File: config.mk
export PLATFORM = sky130hd
export DESIGN_NAME = io_timer
export DESIGN_NICKNAME = d
export VERILOG_FILES = /design/src/rtl/io_timer.sv
export SDC_FILE = /design/constraint.sdc
export NUM_CORES = 1
export LEC_CHECK = 0
export ABC_AREA = 0
export CORE_AREA = 4 4 108 152
export CTS_BUF_LIST = sky130_fd_sc_hd__clkbuf_4 sky130_fd_sc_hd__clkbuf_8
export DETAILED_ROUTE_END_ITERATION = 10
export DIE_AREA = 0 0 112 156
export GPL_TIMING_DRIVEN = 0
export PLACE_DENSITY = 0.58
export SLEW_MARGIN = 10
export SYNTH_ARGS = -nofsm -noshare
export SYNTH_HDL_FRONTEND = slang
export SYNTH_SLANG_ARGS = --single-unit
File: constraint.sdc
create_clock -name clk -period 3 [get_ports clk]
set_input_delay 0.6 -clock clk [delete_from_list [all_inputs] [get_ports clk]]
set_output_delay 0.6 -clock clk [all_outputs]
set_load 0.02 [all_outputs]
File: src/rtl/io_timer.sv
// io_timer: memory-mapped down-counting timer for the IO hub.
// Prescaled tick, one-shot or auto-reload countdown, sticky expiry and irq.
module io_timer #(
  parameter int WIDTH  = 32,
  parameter int PWIDTH = 16
) (
  input  logic        clk,
  input  logic        reset,
  input  logic [7:0]  addr,
  input  logic [31:0] datain,
  input  logic        we,
  output logic [31:0] dataout,
  output logic        irq
);

  logic              en;
  logic              auto_rl;
  logic              ie;
  logic              expired;
  logic [WIDTH-1:0]  load_q;
  logic [WIDTH-1:0]  count_q;
  logic [PWIDTH-1:0] pre_q;
  logic [PWIDTH-1:0] pc_q;

  logic       hit;
  logic [2:0] sel;
  logic       s_ctrl, s_load, s_count, s_stat, s_pre;
  logic       w_ctrl, w_load, w_count, w_stat, w_pre;
  logic       start;
  logic       tick;
  logic       zero;
  logic       expire;
  logic       unused;

  assign hit     = (addr[7:5] == 3'd0);
  assign sel     = addr[4:2];
  assign s_ctrl  = hit && (sel == 3'd0);
  assign s_load  = hit && (sel == 3'd1);
  assign s_count = hit && (sel == 3'd2);
  assign s_stat  = hit && (sel == 3'd3);
  assign s_pre   = hit && (sel == 3'd4);

  assign w_ctrl  = we && s_ctrl;
  assign w_load  = we && s_load;
  assign w_count = we && s_count;
  assign w_stat  = we && s_stat;
  assign w_pre   = we && s_pre;
  assign start   = w_ctrl && datain[3];

  assign tick    = en && (pc_q == pre_q);
  assign zero    = (count_q == '0);
  assign expire  = tick && zero;

  assign irq     = expired && ie;
  assign unused  = ^{addr[1:0], datain};

  always_ff @(posedge clk) begin
    if (reset) begin
      en      <= 1'b0;
      auto_rl <= 1'b0;
      ie      <= 1'b0;
      expired <= 1'b0;
      load_q  <= '0;
      count_q <= '0;
      pre_q   <= '0;
      pc_q    <= '0;
    end else begin
      if (w_ctrl) begin
        en      <= datain[0];
        auto_rl <= datain[1];
        ie      <= datain[2];
      end else if (expire && !auto_rl) begin
        en <= 1'b0;
      end

      if (w_load)
        load_q <= datain[WIDTH-1:0];

      if (w_pre)
        pre_q <= datain[PWIDTH-1:0];

      if (w_pre || start)
        pc_q <= '0;
      else if (tick)
        pc_q <= '0;
      else if (en)
        pc_q <= pc_q + PWIDTH'(1);

      // bus writes outrank the tick's decrement/reload
      if (w_count)
        count_q <= datain[WIDTH-1:0];
      else if (start)
        count_q <= load_q;
      else if (tick && !zero)
        count_q <= count_q - WIDTH'(1);
      else if (expire && auto_rl)
        count_q <= load_q;

      // a same-edge expiry wins over the W1C clear
      if (expire)
        expired <= 1'b1;
      else if (w_stat && datain[0])
        expired <= 1'b0;
    end
  end

  always_comb begin
    dataout = '0;
    unique case (1'b1)
      s_ctrl:  dataout[2:0] = {ie, auto_rl, en};
      s_load:  dataout[WIDTH-1:0] = load_q;
      s_count: dataout[WIDTH-1:0] = count_q;
      s_stat:  dataout[0] = expired;
      s_pre:   dataout[PWIDTH-1:0] = pre_q;
      default: dataout = '0;
    endcase
  end

endmodule

==> impl_metrics.json <==
{
  "wire_per_inst_um": 21.37,
  "grt_antenna_before_repair": 0,
  "fin_cells": 1039,
  "cp.required_ns": 2.40,
  "synth_top_family_by_area": "compound AO/OA/AOI/OAI gates",
  "skew_ns": 0.009298,
  "synth-edff-count": 0,
  "layout.nets": 888,
  "drt-initial-drc-count": 616,
  "ys_seq_elements": 100,
  "utilization_pct": 49.02,
  "syn2layout_area_growth_pct": 23.41,
  "synthArstFlopShare_pct": 0,
  "max_stage_delay_ns": 0.60,
  "drv_cap": 0,
  "synthTopCellsByArea": "dfxtp_1 (34%), nand2_1 (9.0%), a21oi_1 (6.7%)",
  "ys_types": 65,
  "clkLatencyLatePin_ns": 0.39,
  "cts_buffers": 9,
  "synth_cells": 748,
  "cellLeakagePower_nw": 2.857,
  "grt_pass1_vias": 6324,
  "antenna-diode-count": 0,
  "place_hpwl_um": 16140,
  "run_status": "finished, final reports clean",
  "portBuffers": 73,
  "dp_slack_ns": -1.438,
  "synth_area_leader_cell": "dfxtp_1",
  "final_common_cell": "nand2_1",
  "worstPathCellList": "dlygate4sd2_1 > or4_4 > nor3b_4 > buf_6 > clkbuf_8 > a22o_1 > buf_2",
  "rows": 53,
  "num_vias": 6184,
  "dieHeight_um": 156,
  "arrival_ns": 2.38,
  "syn_area_sq_mm": 0.005927,
  "dieWidth_um": 112,
  "crit_path_start_kind": "input pin",
  "clk_pin_slew_ns": 0.09,
  "ctsHtreeMaxLevel": 3,
  "cts_buffer_depth": 2,
  "ant_nets": 0,
  "initial_core_util_pct": 39.72,
  "synthAdderAreaFrac_pct": 0.6333,
  "finalSetupViolCount": 0,
  "synth-compound-area-share_pct": 25.21,
  "place_congestion": 0.9169,
  "placedCellCount": 1014,
  "synth_xor_area_share_pct": 6.354,
  "cts_sinks": 100,
  "worst_hold_slack_ns": 0.4789,
  "grt_max_degree": 18,
  "syn-num-nets": 794,
  "ios": 76,
  "crit_type": "in2out",
  "firstDrtPassIters": 5,
  "coreArea_sq_mm": 0.01492,
  "ys_seq_area_share_pct": 33.78,
  "power.density_mw_per_mm2": 366.3,
  "tightest_slew_ns": 0.8959,
  "min_path_type": "reg2reg",
  "rsz0062_at_grt": "true",
  "cts-root-buf": "clkbuf_8",
  "synth_area_per_cell_sq_um": 7.924,
  "muxShareOfSynthArea_pct": 4.792,
  "ys.flop_type": "dfxtp_1",
  "fmax_mhz": 335.6,
  "ir_drop_uv": 236.4,
  "slowest_stage": "or4_4",
  "finalHoldViolCount": 0,
  "grt_pass1_wl_um": 34870,
  "yosys.area.top_type_share_pct": 33.78,
  "period_minus_slack_ns": 2.980,
  "slew_violations": 0,
  "cts_tree": "done",
  "gr-total-overflow": 0,
  "holdBufCountCts": 0,
  "drc": 0,
  "worst_slack_ns": 0.02007,
  "finalCritPeriodShare_pct": 99.33,
  "drive_gt1_share_pct": 17.59,
  "yosys.area_share.simple_pct": 23.94,
  "cp-end-kind": "output port",
  "die_area_sq_mm": 0.01747,
  "grtUsageTotal_pct": 25.31,
  "yosys_warnings": 0,
  "via_per_inst": 5.952,
  "final_cell_mix": "nand2_1 (142), dfxtp_1 (99), a21oi_1 (79), nor2_1 (55)",
  "wirelength_um": 22210,
  "relSlewSlack_pct": 40.27,
  "path_max_fanout": 10
}
## metrics by stage
step	TNS [ns]	instance area, sq um	power [mW]
2_1_floorplan	0	5927	1.548
3_3_place_gp	-77.84	6898	1.684
3_5_place_dp	-80.78	6909	1.690
4_1_cts	0	7262	2.693
5_1_grt	-0.04185	7315	2.784
6_report	0	7315	2.679
## cells in the mapped netlist (10+ instances only)
cell / instances
a211oi_2: 19
a21oi_1: 79
a222oi_1: 13
a22o_1: 15
clkbuf_1: 45
dfxtp_1: 100
inv_1: 19
mux2_2: 19
nand2_1: 142
nand3_1: 19
nor2_1: 56
nor3_1: 16
nor4_1: 15
o21ai_0: 14
xnor2_1: 10
xor2_1: 33
## power breakdown
part / switching [mW] / internal, mW / total, mW / leakage, nW
Combinational: 0.208 / 0.136 / 0.344 / 1.94
Sequential: 0.00890 / 1.33 / 1.34 / 0.806
Clock: 0.518 / 0.474 / 0.993 / 0.106
## cells by family (layout without fill, tap and decap cells)
| kind of cell | Yosys count | count (layout) |
|---|---|---|
| adder cells (fa/ha/maj) | 3 | 3 |
| XOR/XNOR | 43 | 43 |
| multiplexers | 26 | 26 |
| AO/OA/AOI/OAI | 197 | 197 |
| buffers and inverters | 76 | 175 |
| flip-flops | 100 | 100 |
| AND/OR/NAND/NOR | 303 | 303 |
## registers in the layout (all words and copies together) (netlist names)
signal,count
ie,1
auto_rl,1
pre_q,16
expired,1
en,1
load_q,32
count_q,32
pc_q,16
## worst paths after layout
check | startpoint | endpoint | slack (ns) | cells after the start
worst max-delay path | addr[7] | dataout[22] | 0.02 | 7
worst min-delay path | load_q[1] | load_q[1] | 0.48 | 2
worst max register to register | count_q[24] | count_q[15] | 0.07 | 8
worst min register to register | load_q[1] | load_q[1] | 0.48 | 2
## final cells by class
| type | count | area [sq um] |
|---|---|---|
| fillers | 1487 | 7606 |
| flip-flops and latches | 100 | 2003 |
| repair buffers | 85 | 719.4 |
| multi-input cells | 572 | 3700 |
| clock buffers | 9 | 123.9 |
| inverters | 19 | 71.32 |
| well taps | 192 | 240.2 |
| clock inverters | 7 | 97.59 |
| plain buffers | 55 | 359.1 |
## timing repair
action	CTS	global route
setup buffers	9	0
pin swaps	8	3
cloned	2	0
gates resized for setup	182	22
hold endpoints to repair	0	0
endpoints found under the setup margin	95	52
## worst max-delay path: cells and delay by family
kind,cells,cell delay (ns)
AOI/OAI and AO/OA,1,0.15
buffers and inverters,4,0.75
and+or+nand+nor,2,0.88
## layer usage
metal,wire (um),global-route usage (%),part of all wire (%)
met1,8537,28.85,38
met4,1235,15.75,5.6
met5,0,0,0
met2,11150,44.23,50
met3,1279,3.880,5.8
Note: power is estimated with default switching activity, not from simulation.
